==> config.mk <==
export PLATFORM = sky130hd
export DESIGN_NAME = out_queue_flat
export DESIGN_NICKNAME = d
export VERILOG_FILES = /design/src/rtl/out_queue_if.sv /design/src/rtl/out_queue.sv /design/src/flat_wrapper.sv
export SDC_FILE = /design/constraint.sdc
export NUM_CORES = 1
export LEC_CHECK = 0
export CAP_MARGIN = 40
export CORE_UTILIZATION = 40
export DETAILED_ROUTE_END_ITERATION = 16
export GPL_ROUTABILITY_DRIVEN = 1
export PLACE_DENSITY_LB_ADDON = 0.12
export SETUP_SLACK_MARGIN = 0.15
export SKIP_LAST_GASP = 1
export SYNTH_ARGS = -nofsm -noshare
export SYNTH_HDL_FRONTEND = slang
export SYNTH_SLANG_ARGS = --single-unit
==> constraint.sdc <==
create_clock -name clk -period 2.78 [get_ports clk]
set_input_delay 0.556 -clock clk [delete_from_list [all_inputs] [get_ports clk]]
set_output_delay 0.556 -clock clk [all_outputs]
set_load 0.05 [all_outputs]
==> src/rtl/out_queue_if.sv <==
// Interface for the out_queue stage: CPU write strobe and data, plus the
// drain-side valid/ready handshake and status. The queue takes the slave
// modport; the CPU/consumer side takes the master modport.
// Optional macro OUTQ_DROPCNT_EN adds the drop_count status signal.
interface out_queue_if #(
    parameter int AW = 2
);
    logic          doOut;
    logic [7:0]    dbus;
    logic [7:0]    out_data;
    logic          out_valid;
    logic          out_ready;
    logic          full;
    logic [AW:0]   count;
    logic          overflow;
`ifdef OUTQ_DROPCNT_EN
    logic [7:0]    drop_count;
`endif

`ifdef OUTQ_DROPCNT_EN
    modport slave  (input  doOut, dbus, out_ready,
                    output out_data, out_valid, full, count, overflow, drop_count);
    modport master (output doOut, dbus, out_ready,
                    input  out_data, out_valid, full, count, overflow, drop_count);
`else
    modport slave  (input  doOut, dbus, out_ready,
                    output out_data, out_valid, full, count, overflow);
    modport master (output doOut, dbus, out_ready,
                    input  out_data, out_valid, full, count, overflow);
`endif
endinterface

==> src/rtl/out_queue.sv <==
// out_queue: first-word-fall-through byte FIFO buffering CPU output
// instruction writes for a slow external consumer. Writes into a full queue
// are dropped and flagged by the sticky overflow bit.
// Optional macro OUTQ_DROPCNT_EN adds a saturating dropped-write counter.
module out_queue #(
    parameter int DEPTH = 4,
    parameter int AW    = 2
) (
    input  logic        clk,
    input  logic        reset,
    out_queue_if.slave  q
);
    localparam logic [AW:0] FULL_COUNT = (AW+1)'(DEPTH);

    logic [7:0]    mem [DEPTH];
    logic [AW-1:0] rd_ptr;
    logic [AW-1:0] wr_ptr;
    logic [AW:0]   count_q;
    logic          overflow_q;
    logic          rd;
    logic          wr_ok;
    logic          drop;

    // Status and handshake decode, all from registered state except the
    // strobes, so doOut/dbus never reach an output combinationally.
    always_comb begin
        q.out_valid = (count_q != '0);
        q.full      = (count_q == FULL_COUNT);
        q.count     = count_q;
        q.overflow  = overflow_q;
        q.out_data  = mem[rd_ptr];
        rd          = q.out_valid & q.out_ready;
        wr_ok       = q.doOut & (~q.full | rd);
        drop        = q.doOut & ~wr_ok;
    end

    // Byte storage write port.
    // NOTE: the storage array has no reset; stale bytes are never visible
    // because out_valid gates them, and leaving it unreset keeps it a plain RAM.
    always_ff @(posedge clk) begin
        if (wr_ok) mem[wr_ptr] <= q.dbus;
    end

    // Pointers, occupancy and overflow flag.
    // NOTE: sequential state uses non-blocking assignments so every register
    // samples the pre-edge values regardless of statement order.
    always_ff @(posedge clk or negedge reset) begin
        if (!reset) begin
            rd_ptr     <= '0;
            wr_ptr     <= '0;
            count_q    <= '0;
            overflow_q <= 1'b0;
        end else begin
            if (wr_ok) wr_ptr <= wr_ptr + 1'b1;
            if (rd)    rd_ptr <= rd_ptr + 1'b1;
            case ({wr_ok, rd})
                2'b10:   count_q <= count_q + 1'b1;
                2'b01:   count_q <= count_q - 1'b1;
                default: count_q <= count_q;
            endcase
            if (drop) overflow_q <= 1'b1;
        end
    end

`ifdef OUTQ_DROPCNT_EN
    logic [7:0] drop_count_q;

    // Saturating count of dropped writes, cleared only by reset.
    always_ff @(posedge clk or negedge reset) begin
        if (!reset) begin
            drop_count_q <= '0;
        end else if (drop && drop_count_q != 8'hFF) begin
            drop_count_q <= drop_count_q + 1'b1;
        end
    end

    assign q.drop_count = drop_count_q;
`endif
endmodule

==> src/flat_wrapper.sv <==
// flat-port wrapper written by rule: the top's interface ports become plain ports
module out_queue_flat 
#(
    parameter int DEPTH = 4,
    parameter int AW    = 2
)
  (clk, reset, q_doOut, q_dbus, q_out_ready, q_out_data, q_out_valid, q_full, q_count, q_overflow);
  out_queue_if #(.AW(AW)) q_i ();
  input  logic clk;
  input  logic reset;
  input wire logic [$bits(q_i.doOut)-1:0] q_doOut;
  input wire logic [$bits(q_i.dbus)-1:0] q_dbus;
  input wire logic [$bits(q_i.out_ready)-1:0] q_out_ready;
  output wire logic [$bits(q_i.out_data)-1:0] q_out_data;
  output wire logic [$bits(q_i.out_valid)-1:0] q_out_valid;
  output wire logic [$bits(q_i.full)-1:0] q_full;
  output wire logic [$bits(q_i.count)-1:0] q_count;
  output wire logic [$bits(q_i.overflow)-1:0] q_overflow;
  assign q_i.doOut = q_doOut;
  assign q_i.dbus = q_dbus;
  assign q_i.out_ready = q_out_ready;
  assign q_out_data = q_i.out_data;
  assign q_out_valid = q_i.out_valid;
  assign q_full = q_i.full;
  assign q_count = q_i.count;
  assign q_overflow = q_i.overflow;
  out_queue #(.DEPTH(DEPTH), .AW(AW)) u_core (.clk(clk), .reset(reset), .q(q_i));
endmodule
After elaboration in Yosys (flattened, before gate mapping) --
Memory sizes are Yosys's and may differ from the RTL's. Index checks and enable logic that the tools add are counted.
Storage, ports and cells: flip-flop bits (word level) 8, bits in latches 0, RAM bits 32, memory bits (read-only) 0, input bits 12, word-level logic and storage cells 23, memories 1
Memory list:
- u_core.mem | depth 4, bits a word 8, rd ports 1, clocked after memory_dff 0, write ports 1, line out_queue.sv:15 | logic [7:0] mem [DEPTH];
Operators by class: add/subtract/negate cells 4, multipliers 0, divide/modulo/power cells 0, order comparisons 0, equality and inequality tests 3, shift operators 0, muxes and demuxes 3, bitwise operators 6, reductions and logical operators 2
Operators with widths (count):
- $pmux W3 S2 | 1
- $add A2 B1 Y2 const B | 2
- $add A3 B1 Y3 const B | 1
- $and A1 B1 Y1 | 3
- $eq A3 B3 Y1 const B | 1
- $reduce_bool A3 Y1 | 1
- $sub A3 B1 Y3 const B | 1
- $eq A2 B1 Y1 const B | 1
- $eq A2 B2 Y1 const B | 1
- $mux W1 | 2
- $not A1 Y1 | 2
- $reduce_bool A2 Y1 | 1
- $or A1 B1 Y1 | 1

Logic depth before layout (Yosys ltp) --
Gate-level depths: netlist of run 1.
depth after elaboration 6, mapped depth 9, mapped depth without buffers 9

Least setup slack after synthesis of run 1 --
OpenSTA, ideal clock, no wires.
path kind register to register, start point reg u_core.count_q[2] (netlist: u_core.q.count[2]), end point reg u_core.count_q[2] (netlist: u_core.q.count[2]), setup time 0.082 ns, data arrival time 2.117 ns, required time 2.698 ns, slack 0.581 ns, stages on the path, launching flop included 10, clock period less this slack 2.199 ns, path through dfrtp_1 -> nor4b_4 -> nor2b_2 -> inv_1 -> ha_1 -> inv_1 -> fa_1 -> xor2_1 -> nor2_1 -> xor2_1
Between the ends: word-level cells in the longest chain between the ends 6, elaborated cells between the ends (all ways) 12
RTL lines:
- start: declaration | line out_queue.sv:18 | logic [AW:0] count_q;
- start signal: assignment | line out_queue.sv:57 | 2'b10: count_q <= count_q + 1'b1;
- start signal: assignment | line out_queue.sv:58 | 2'b01: count_q <= count_q - 1'b1;
- start signal: assignment | line out_queue.sv:59 | default: count_q <= count_q;
- $reduce_bool A3 Y1 / $eq A3 B3 Y1 (equally long branches) | line out_queue.sv:27, out_queue.sv:28
- $and A1 B1 Y1 / $not A1 Y1 (equally long branches) | line out_queue.sv:32, out_queue.sv:33
- $or A1 B1 Y1 | line out_queue.sv:33 | wr_ok = q.doOut & (~q.full | rd);
- $and A1 B1 Y1 | line out_queue.sv:33
- $eq A2 B1 Y1 / $eq A2 B2 Y1 (equally long branches) | line out_queue.sv:56 | case ({wr_ok, rd})
- $pmux W3 S2 / $reduce_bool A2 Y1 (equally long branches)
Parallel ways exist; a longest one is shown, timed or not. A chain may end at the register's enable or synchronous reset.

Worst setup path after layout of run 1 --
start point reg u_core.count_q[0] (netlist: u_core.q.count[0]), end point out q_out_valid
Between the ends: word-level cells in the longest chain between the ends 1
RTL lines:
- $reduce_bool A3 Y1 | line out_queue.sv:27 | q.out_valid = (count_q != '0);
- end: declaration | line flat_wrapper.sv:15 | output wire logic [$bits(q_i.out_valid)-1:0] q_out_valid;
Every way passes these cells.

==> results.md, run 1 <==
- The count of input and output buffers is 25.
- The largest single stage delay on the critical path is ~0.7 ns.
- The TritonCTS clock tree is yes.
- The internal portion of the total power is between 1 and 1.5 mW.
- The via count of the first global-routing pass came to between 800 and 900.
- The core outline area is roughly 3800 um2.
- Of the total power, combinational logic draws 0.433.
- The number of maximum-capacitance constraint violations is 0.
- The most critical setup path has its endpoint at q_out_valid.
- Data on the critical path arrives at its endpoint at 1.84 ns.
- The tightest min-delay check is of the reg2reg type.
- The number of antenna violations at the first check in global routing was 0.
- In this run the count of I/O pins placed on the die edge is 26.
- The switching part of the total is 0.4007.
- In the post-synthesis netlist, the cell with the most instances is sky130_fd_sc_hd__edfxtp_1.
- The global-route met1 utilization is 0.1715.
- The number of setup violations in the final report is 0.
- The most used flip-flop cell after synthesis is sky130_fd_sc_hd__edfxtp_1.
- The share of total power dissipated in the clock network is 0.184.
- The number of nets in the finished design is 131.
- The share of synthesized area in the top cell type comes to 0.5912.
- The clock passes through at most 2 buffers.
- The area growth from synthesis to layout is 24.17%.
- Among all stages on the critical path, the largest delay is contributed by sky130_fd_sc_hd__clkdlybuf4s50_1.
- The full die area is roughly 4300 um2.
- STA classifies the critical path endpoint as a primary output.
- In the post-synthesis netlist, the biggest area contributors are sky130_fd_sc_hd__edfxtp_1 59%, sky130_fd_sc_hd__dfrtp_1 12%, sky130_fd_sc_hd__mux4_2 11%, sky130_fd_sc_hd__ha_1 3.8%, sky130_fd_sc_hd__xnor2_1 1.6%.
- Between clock sinks in the finished design, the worst skew comes to 0.003864 ns.
- The synthesized instance count is 83.
- Buffers added to address setup during post-CTS repair amount to 0.
- The cell family with the largest share of critical-path delay is buffers and inverters.
- The number of pins with negative max-slew slack in the final report is 0.
- The die height is 65.75 um.
- For the pin with the worst max-slew slack, the measured transition is 0.6057 ns.
- The signal on the critical path passes through or3_1 > clkdlybuf4s50_1.
- The critical path runs through a total of 2 cells.
- Measured along the x axis, the die boundary spans 65.75 um.
- The worst setup path is launched from a register.
- CTS built an H-tree with a depth of 2.
- The number of different library cells in the post-synthesis netlist is 21.
- The worst supply voltage drop on vdd is just over 0.0008 V.
- The area of the multi-input gates is ~430 um2.
- The synthesis-stage register bit count is 40.
- After synthesis, the most frequently instantiated cells are 32 x sky130_fd_sc_hd__edfxtp_1, 8 x sky130_fd_sc_hd__dfrtp_1, 8 x sky130_fd_sc_hd__mux4_2, 6 x sky130_fd_sc_hd__inv_1, 5 x sky130_fd_sc_hd__ha_1.
- The busiest metal layer after global routing is met2.
- Entering global routing, the biggest net connects 14 pins.
- Of the cells placed in the final design, the portion with a size suffix greater than 1 is 0.2368.
- The count of instances resized after the clock tree is built is 0.
- The capturing point of the worst reg2reg path is u_core.q.count[2]$_DFFE_PN0P_.
- Setup slack on the worst reg-to-reg path comes out at between 0.7 and 0.8 ns.
- Dividing the synthesized area by the synthesized cell count gives 19.58 um2.
- For this run, the register share of the synthesized area comes to 0.7144.
- The static power due to leakage is 0.7409 nW.
- Setup repair after global routing left no endpoint under its margin.
- Measured against its own limit, the worst slew margin works out to 0.5962.
- The number of enable flip-flop cells after synthesis is 32.
- The detailed-routing iteration count for the pre-antenna-repair pass is 4.
- In the global route stage, met2 resource usage came out at 0.2168.
- The worst path required time is 2.22 ns.
- For this run, global-route usage on met3 was measured as 0.04688.
- The detailed router placed between 700 and 800 vias in this run.
- The first global-routing pass estimated a little over 4000 um of wire.
- The share of flip-flops with an asynchronous set or reset after synthesis is 0.2000.
- Of all cell types, the one taking the most synthesized area is sky130_fd_sc_hd__edfxtp_1.
- The number of clock buffers added by TritonCTS is 5.
- The total number of yosys warnings is 0.
- The post-detailed-placement cell area is 1907 um2.
- In the routed design, unresolved DRC markers number 0.
- Summed over all layers, the global routing overflow is 0.
- The initial DRC count is 51.
- The detail-routed via count per cell is around 4.8.
- The final layout contains routed wiring with a total length of roughly 2500 um.
- For this run, the total global-route usage over all layers was measured as 0.1385.
- The synthesized area is between 1500 and 2000 um2.
- Derived from the worst setup path, the maximum achievable clock frequency is around 0.42 GHz.
- The number of placement rows is 22.
- The fill cell instance count of the final layout is between 300 and 400.
- Dividing the final minimum period by the clock period gives 0.8622.
- The clock sink count is 40.
- The cell count of the worst reg-to-reg path is 9.
- The flow ran to the end, and the final reports show no timing, DRC or antenna violations.
- The initial cell density of the core is 0.4310.
- The total count of hold-check failures in the final report is 0.
- After detailed routing, the average wire length per cell comes to between 15 and 20 um.
- Hold repair after CTS inserted 0 buffers.
- The worst path needs about 2.4 ns of the cycle, external delays included.
- The clock input transition at the sequential cells of the worst setup and hold paths is ~0.070 ns.
- The category of the critical setup timing path is reg2out.
- After routing, the total negative slack on setup checks comes to 0 ns.
- Dividing total power by cell area gives a power density of 1234 nW/um2.
- When the netlist entered floorplanning its net count stood at ~100.
- The routability congestion estimate is just over 0.7.
- The root cell of the clock tree is sky130_fd_sc_hd__clkbuf_8.
- Summing all flip-flop and latch instances after layout gives between 1000 and 1500 um2.
- Together, buffers and inverters on the worst path number 1.
- In this run the worst setup path begins at u_core.q.count[0]$_DFFE_PN0P_.
- The number of diodes is 0.
- The sequential cell fraction of total power is 0.383.
- The antenna violation net count after detailed routing is 0.
- The later-pin clock latency in the skew report is between 0.2 and 0.3 ns.
- The largest driver fanout on the critical path is 6.
- After routing the design area is slightly above 2000 um2.
- Detailed placement ended at an HPWL of between 1500 and 2000 um.
- The worst register-to-register path begins at u_core.q.count[0]$_DFFE_PN0P_.
- In this run the power spent charging and discharging nets is approximately 1 mW.
[registers in the layout, summed over array words and instances, names as in the netlist]
register           flops
u_core.mem            32
u_core.q.overflow      1
u_core.q.count         3
u_core.rd_ptr          2
u_core.wr_ptr          2
[final cells by class]
cell class,instances,share of cell area
sequential,40,0.5753
multi-input combinational,35,0.2145
timing repair buffer,25,0.1141
clock buffer,5,0.03410
tap,48,0.02976
clock inverter,3,0.02108
inverter,6,0.01116
[stage by stage]
stage | hold slack, ns | total power [mW] | instances | util | worst slack, ns
2_1_floorplan | 0.2604 | 1.740 | 83 | - | 0.5810
3_3_place_gp | 0.4508 | 2.036 | 154 | 0.5056 | 0.2051
3_5_place_dp | 0.4524 | 2.065 | 154 | 0.5056 | 0.1740
4_1_cts | 0.4739 | 2.525 | 162 | 0.5352 | 0.3579
5_1_grt | 0.4791 | 2.619 | 162 | 0.5352 | 0.2873
6_report | 0.4623 | 2.490 | 162 | 0.5352 | 0.3831
[power groups by stage]
stage	Sequential (mW)	Clock (mW)	Combinational (mW)
after floorplan	0.988	0	0.751
after global routing	0.983	0.490	1.15
after CTS	0.962	0.469	1.09
final	0.955	0.458	1.08
after global placement	0.966	0	1.07
after detailed placement	0.974	0	1.09
[cells by family (layout without fill, tap and decap cells)]
logic type,count (synthesis),count (layout),synth area share
flip-flops,40,40,0.7144
AO/OA/AOI/OAI,3,3,0.01309
multiplexers,9,9,0.1201
adder cells (fa/ha/maj),6,6,0.05081
AND/OR/NAND/NOR,11,11,0.05004
buffers and inverters,8,39,0.01924
XOR/XNOR,6,6,0.03234
[worst min path at each step]
| stage | startpoint | to | slack [ns] | cells after the start |
|---|---|---|---|---|
| 2_1_floorplan | reset | u_core.q.count[0]$_DFFE_PN0P_ | 0.26 | 0 |
| 3_3_place_gp | u_core.q.overflow$_DFFE_PN0P_ | u_core.q.overflow$_DFFE_PN0P_ | 0.45 | 1 |
| 3_5_place_dp | u_core.q.overflow$_DFFE_PN0P_ | u_core.q.overflow$_DFFE_PN0P_ | 0.45 | 1 |
| 4_1_cts | u_core.q.overflow$_DFFE_PN0P_ | u_core.q.overflow$_DFFE_PN0P_ | 0.47 | 1 |
| 5_1_grt | u_core.q.overflow$_DFFE_PN0P_ | u_core.q.overflow$_DFFE_PN0P_ | 0.48 | 1 |
| 6_report | u_core.q.overflow$_DFFE_PN0P_ | u_core.q.overflow$_DFFE_PN0P_ | 0.46 | 1 |
[placed cells by master, fill, tap and decap left out]
cell                              instances
sky130_fd_sc_hd__o31a_1                   1
sky130_fd_sc_hd__mux2_4                   1
sky130_fd_sc_hd__clkinv_2                 1
sky130_fd_sc_hd__or3_1                    1
sky130_fd_sc_hd__a21o_1                   1
sky130_fd_sc_hd__xnor2_1                  3
sky130_fd_sc_hd__inv_1                    6
sky130_fd_sc_hd__dfrtp_1                  8
sky130_fd_sc_hd__bufinv_16                1
sky130_fd_sc_hd__nor4b_4                  1
sky130_fd_sc_hd__nor2b_2                  1
sky130_fd_sc_hd__edfxtp_1                32
sky130_fd_sc_hd__and3_1                   1
sky130_fd_sc_hd__xor2_1                   3
sky130_fd_sc_hd__nand2_1                  2
sky130_fd_sc_hd__clkinvlp_4               1
sky130_fd_sc_hd__and2_1                   4
sky130_fd_sc_hd__mux4_2                   8
sky130_fd_sc_hd__fa_1                     1
sky130_fd_sc_hd__nor2_1                   1
sky130_fd_sc_hd__o21ai_0                  1
sky130_fd_sc_hd__buf_4                    8
sky130_fd_sc_hd__clkbuf_8                 5
sky130_fd_sc_hd__ha_1                     5
sky130_fd_sc_hd__clkdlybuf4s50_1         17
[metal layers]
metal / routed length [um] / vias to the layer above
li1: - / 372
met5: 0 / -
met2: 1268 / 17
met4: 40 / 0
met1: 1099 / 384
met3: 120 / 7
Note: power is estimated with default switching activity, not from simulation.
==> inputs of run 2 (changes only) <==
--- a/config.mk
+++ b/config.mk
@@ -5,7 +5,9 @@
 export SDC_FILE = /design/constraint.sdc
 export NUM_CORES = 1
 export LEC_CHECK = 0
+export ABC_CLOCK_PERIOD_IN_PS = 2780
 export CAP_MARGIN = 40
+export CORE_ASPECT_RATIO = 1.1
 export CORE_UTILIZATION = 40
 export DETAILED_ROUTE_END_ITERATION = 16
 export GPL_ROUTABILITY_DRIVEN = 1
==> run 2 against run 1 <==
Net effect:
- non-clock buffer count unchanged
- register-to-register slack worse by 0.03 ns
- via count down 0.51%
- clock power up 19%
==> results.md, run 2 (synthesis gave the netlist of run 1 again) <==
- The largest driver fanout on the critical path is 6.
- CTS placed an instance of sky130_fd_sc_hd__clkbuf_8 at the clock tree root.
- The net load switching power is slightly below 1 mW.
- The static power due to leakage is 0.7522 nW.
- After detailed routing, the average wire length per cell comes to approximately 15 um.
- The delay of the slowest cell on the worst path is 0.70 ns.
- The worst register-to-register path begins at u_core.q.count[0]$_DFFE_PN0P_.
- The clock share of power is 0.213.
- The full die area is ~4300 um2.
- The floorplan has 23 rows.
- The relative area change from synthesis to final layout is 25.64%.
- The sequential cell fraction of total power is 0.373.
- In this run the remaining antenna-violating nets after routing total 0.
- Dividing total power by cell area gives a power density of ~1300 nW/um2.
- The clock sink count is 40.
- The number of maximum-capacitance constraint violations is 0.
- Hold repair after CTS inserted 0 buffers.
- The clock input transition at the sequential cells of the worst setup and hold paths is 0.07 ns.
- The first global-routing pass estimated between 3000 and 4000 um of wire.
- For hold timing, the worst endpoint is u_core.q.overflow$_DFFE_PN0P_.
- In the routed layout, each cell is associated on average with a via count of between 4 and 5.
- The clock passes through at most 2 buffers.
- Measured along the x axis, the die boundary spans 62.78 um.
- The post-detailed-placement cell area is approximately 1900 um2.
- The initial DRC count is 22.
- The slew at the pin closest to its max-slew limit is approximately 0.60 ns.
- Entering global routing, the biggest net connects 14 pins.
- Across every metal layer, demand over resource in global routing totals 0.1283.
- The post-route clock period utilization is 0.8557.
- The detailed-routing iteration count for the pre-antenna-repair pass is 3.
- The capturing point of the worst reg2reg path is u_core.q.count[2]$_DFFE_PN0P_.
- The internal portion of the total power is 1.583 mW.
- 26 I/O pins were placed.
- The number of pins with negative max-slew slack in the final report is 0.
- Port buffering added 25 buffers.
- The initial cell density of the core is 0.4311.
- The final design instance area without fill is roughly 2000 um2.
- Total power for the finished layout comes to around 2.6 mW.
- The worst-case hold slack is between 0.4 and 0.5 ns.
- The via count of the first global-routing pass was 773.
- Once detailed placement completed, the half-perimeter wirelength came to approximately 1700 um.
- Counting instances, the worst hold path has a depth of 1.
- Routability-driven placement finished with a final weighted congestion of 0.6751.
- The worst setup path is captured at a primary output.
- On the final layout, the worst clock skew is around 0.005 ns.
- For the worst setup path, the data arrival time is 1.82 ns.
- The number of antenna violations at the first check in global routing was 0.
- The core outline area is around 3800 um2.
- TritonCTS built the clock tree.
- The register ranked first by flip-flop count is u_core.mem.
- The number of gates resized after CTS was 0.
- The share of total power dissipated in combinational logic is 0.414.
- Walking the worst path, the cells encountered are or3_1 > clkdlybuf4s50_1.
- The worst max-slew margin expressed relative to the limit is 0.5988.
- The register with the most flip-flops in the layout has 32 of them.
- In this run the vertical extent of the chip is a little under 70 um.
- The slowest library cell on the worst path is sky130_fd_sc_hd__clkdlybuf4s50_1.
- The number of H-tree branching levels is 2.
- The total count of hold-check failures in the final report is 0.
- The number of non-filler instances in the completed layout is 164.
- The number of diodes is 0.
- The switching part of the total is 0.3828.
- The startpoint of the most critical hold path is u_core.q.overflow$_DFFE_PN0P_.
- The DRC violations left is 0.
- VDD sags by at most approximately 0.0006 V.
- The flow ran to the end, and the final reports show no timing, DRC or antenna violations.
- The global-route congestion overflow total is 0.
- Setup repair after global routing left no endpoint under its margin.
- The maximum operating frequency is ~0.42 GHz.
- The shortest period the worst path allows is 2.379 ns.
- Setup slack on the critical path of the routed design comes to between 0.4 and 0.5 ns.
- The later-pin clock latency in the skew report is about 0.28 ns.
- Once the clock tree was built, the setup fixing pass inserted 0 buffers.
- The worst hold path belongs to the class reg2reg.
- The aggregate routed wire length is 2467 um.
- The total vias in the final route is between 700 and 800.
- Counting tap cells, the placed design contains a total of around 160 instances.
- At the placement stage, the worst setup path has a slack of approximately 0.15 ns.
- The number of cells on the worst reg-to-reg path is 9.
- By startpoint and endpoint, the worst setup path is classified as reg2out.
- In this run the register-to-register setup slack is approximately 0.70 ns.
- For this run, the post-layout net count is ~130.
- Summed over all failing endpoints, the final setup total negative slack is 0 ns.
- Measured on the finished design, the core utilization comes to 0.5417.
- The library cell used most frequently in the layout, excluding fill and tap cells, is sky130_fd_sc_hd__edfxtp_1.
- The number of clock buffers added by TritonCTS is 5.
- In the layout the commonest cells are 32 x sky130_fd_sc_hd__edfxtp_1, 17 x sky130_fd_sc_hd__clkdlybuf4s50_1, 8 x sky130_fd_sc_hd__mux4_2, 8 x sky130_fd_sc_hd__buf_4, 8 x sky130_fd_sc_hd__dfrtp_1.
- The fill cell instance count of the final layout is between 200 and 300.
- The share of layout cells above drive strength 1 is 0.2281.
- The number of setup violations in the final report is 0.
- STA classifies the critical path startpoint as a register.
- The worst path required time is around 2.2 ns.
-- run 2: changes by cell type in the layout (fill, tap and decap cells not counted) --
cell	before	now
sky130_fd_sc_hd__bufinv_16	1	2
sky130_fd_sc_hd__clkbuf_1	0	1
sky130_fd_sc_hd__clkinv_2	1	0
sky130_fd_sc_hd__clkinvlp_4	1	0
-- run 2: power by group through the flow --
| stage | sequential (mW) | combinational [mW] | clock [mW] |
|---|---|---|---|
| after floorplan | 0.988 | 0.751 | 0 |
| after global placement | 0.965 | 1.07 | 0 |
| after detailed placement | 0.978 | 1.08 | 0 |
| after CTS | 0.964 | 1.08 | 0.561 |
| after global routing | 0.981 | 1.13 | 0.585 |
| final | 0.956 | 1.06 | 0.546 |
-- run 2: worst max path at each step --
stage                                  start                            end  cells after the start
3_5_place_dp                     q_out_ready  u_core.q.count[2]$_DFFE_PN0P_                     10
5_1_grt                          q_out_ready  u_core.q.count[2]$_DFFE_PN0P_                     10
3_3_place_gp                     q_out_ready  u_core.q.count[2]$_DFFE_PN0P_                     10
6_report       u_core.q.count[0]$_DFFE_PN0P_                    q_out_valid                      2
2_1_floorplan  u_core.q.count[2]$_DFFE_PN0P_  u_core.q.count[2]$_DFFE_PN0P_                      9
4_1_cts         u_core.rd_ptr[0]$_DFFE_PN0P_                  q_out_data[4]                      2
-- run 2: cell type report --
class	instances	area (um2)	area share
Inverter	6	22.52	0.01103
Clock buffer	6	72.57	0.03554
Timing Repair Buffer	25	230.2	0.1127
Multi-Input combinational cell	35	432.9	0.2120
Clock inverter	2	60.06	0.02941
Tap cell	50	62.56	0.03064
Sequential cell	40	1161	0.5686
-- run 2: worst max-delay path, delay by kind of cell (launching register included) --
kind / cells / cell delay (ns)
buffers and inverters: 1 / 0.70
flip-flops: 1 / 0.46
AND/OR/NAND/NOR: 1 / 0.38
-- run 2: layer usage --
metal | global-route usage | vias up | share of wire
met4 | 0.06977 | 0 | 0.017
li1 | - | 373 | -
met3 | 0.03125 | 5 | 0.028
met1 | 0.1554 | 385 | 0.47
met5 | 0 | - | 0
met2 | 0.2160 | 13 | 0.48
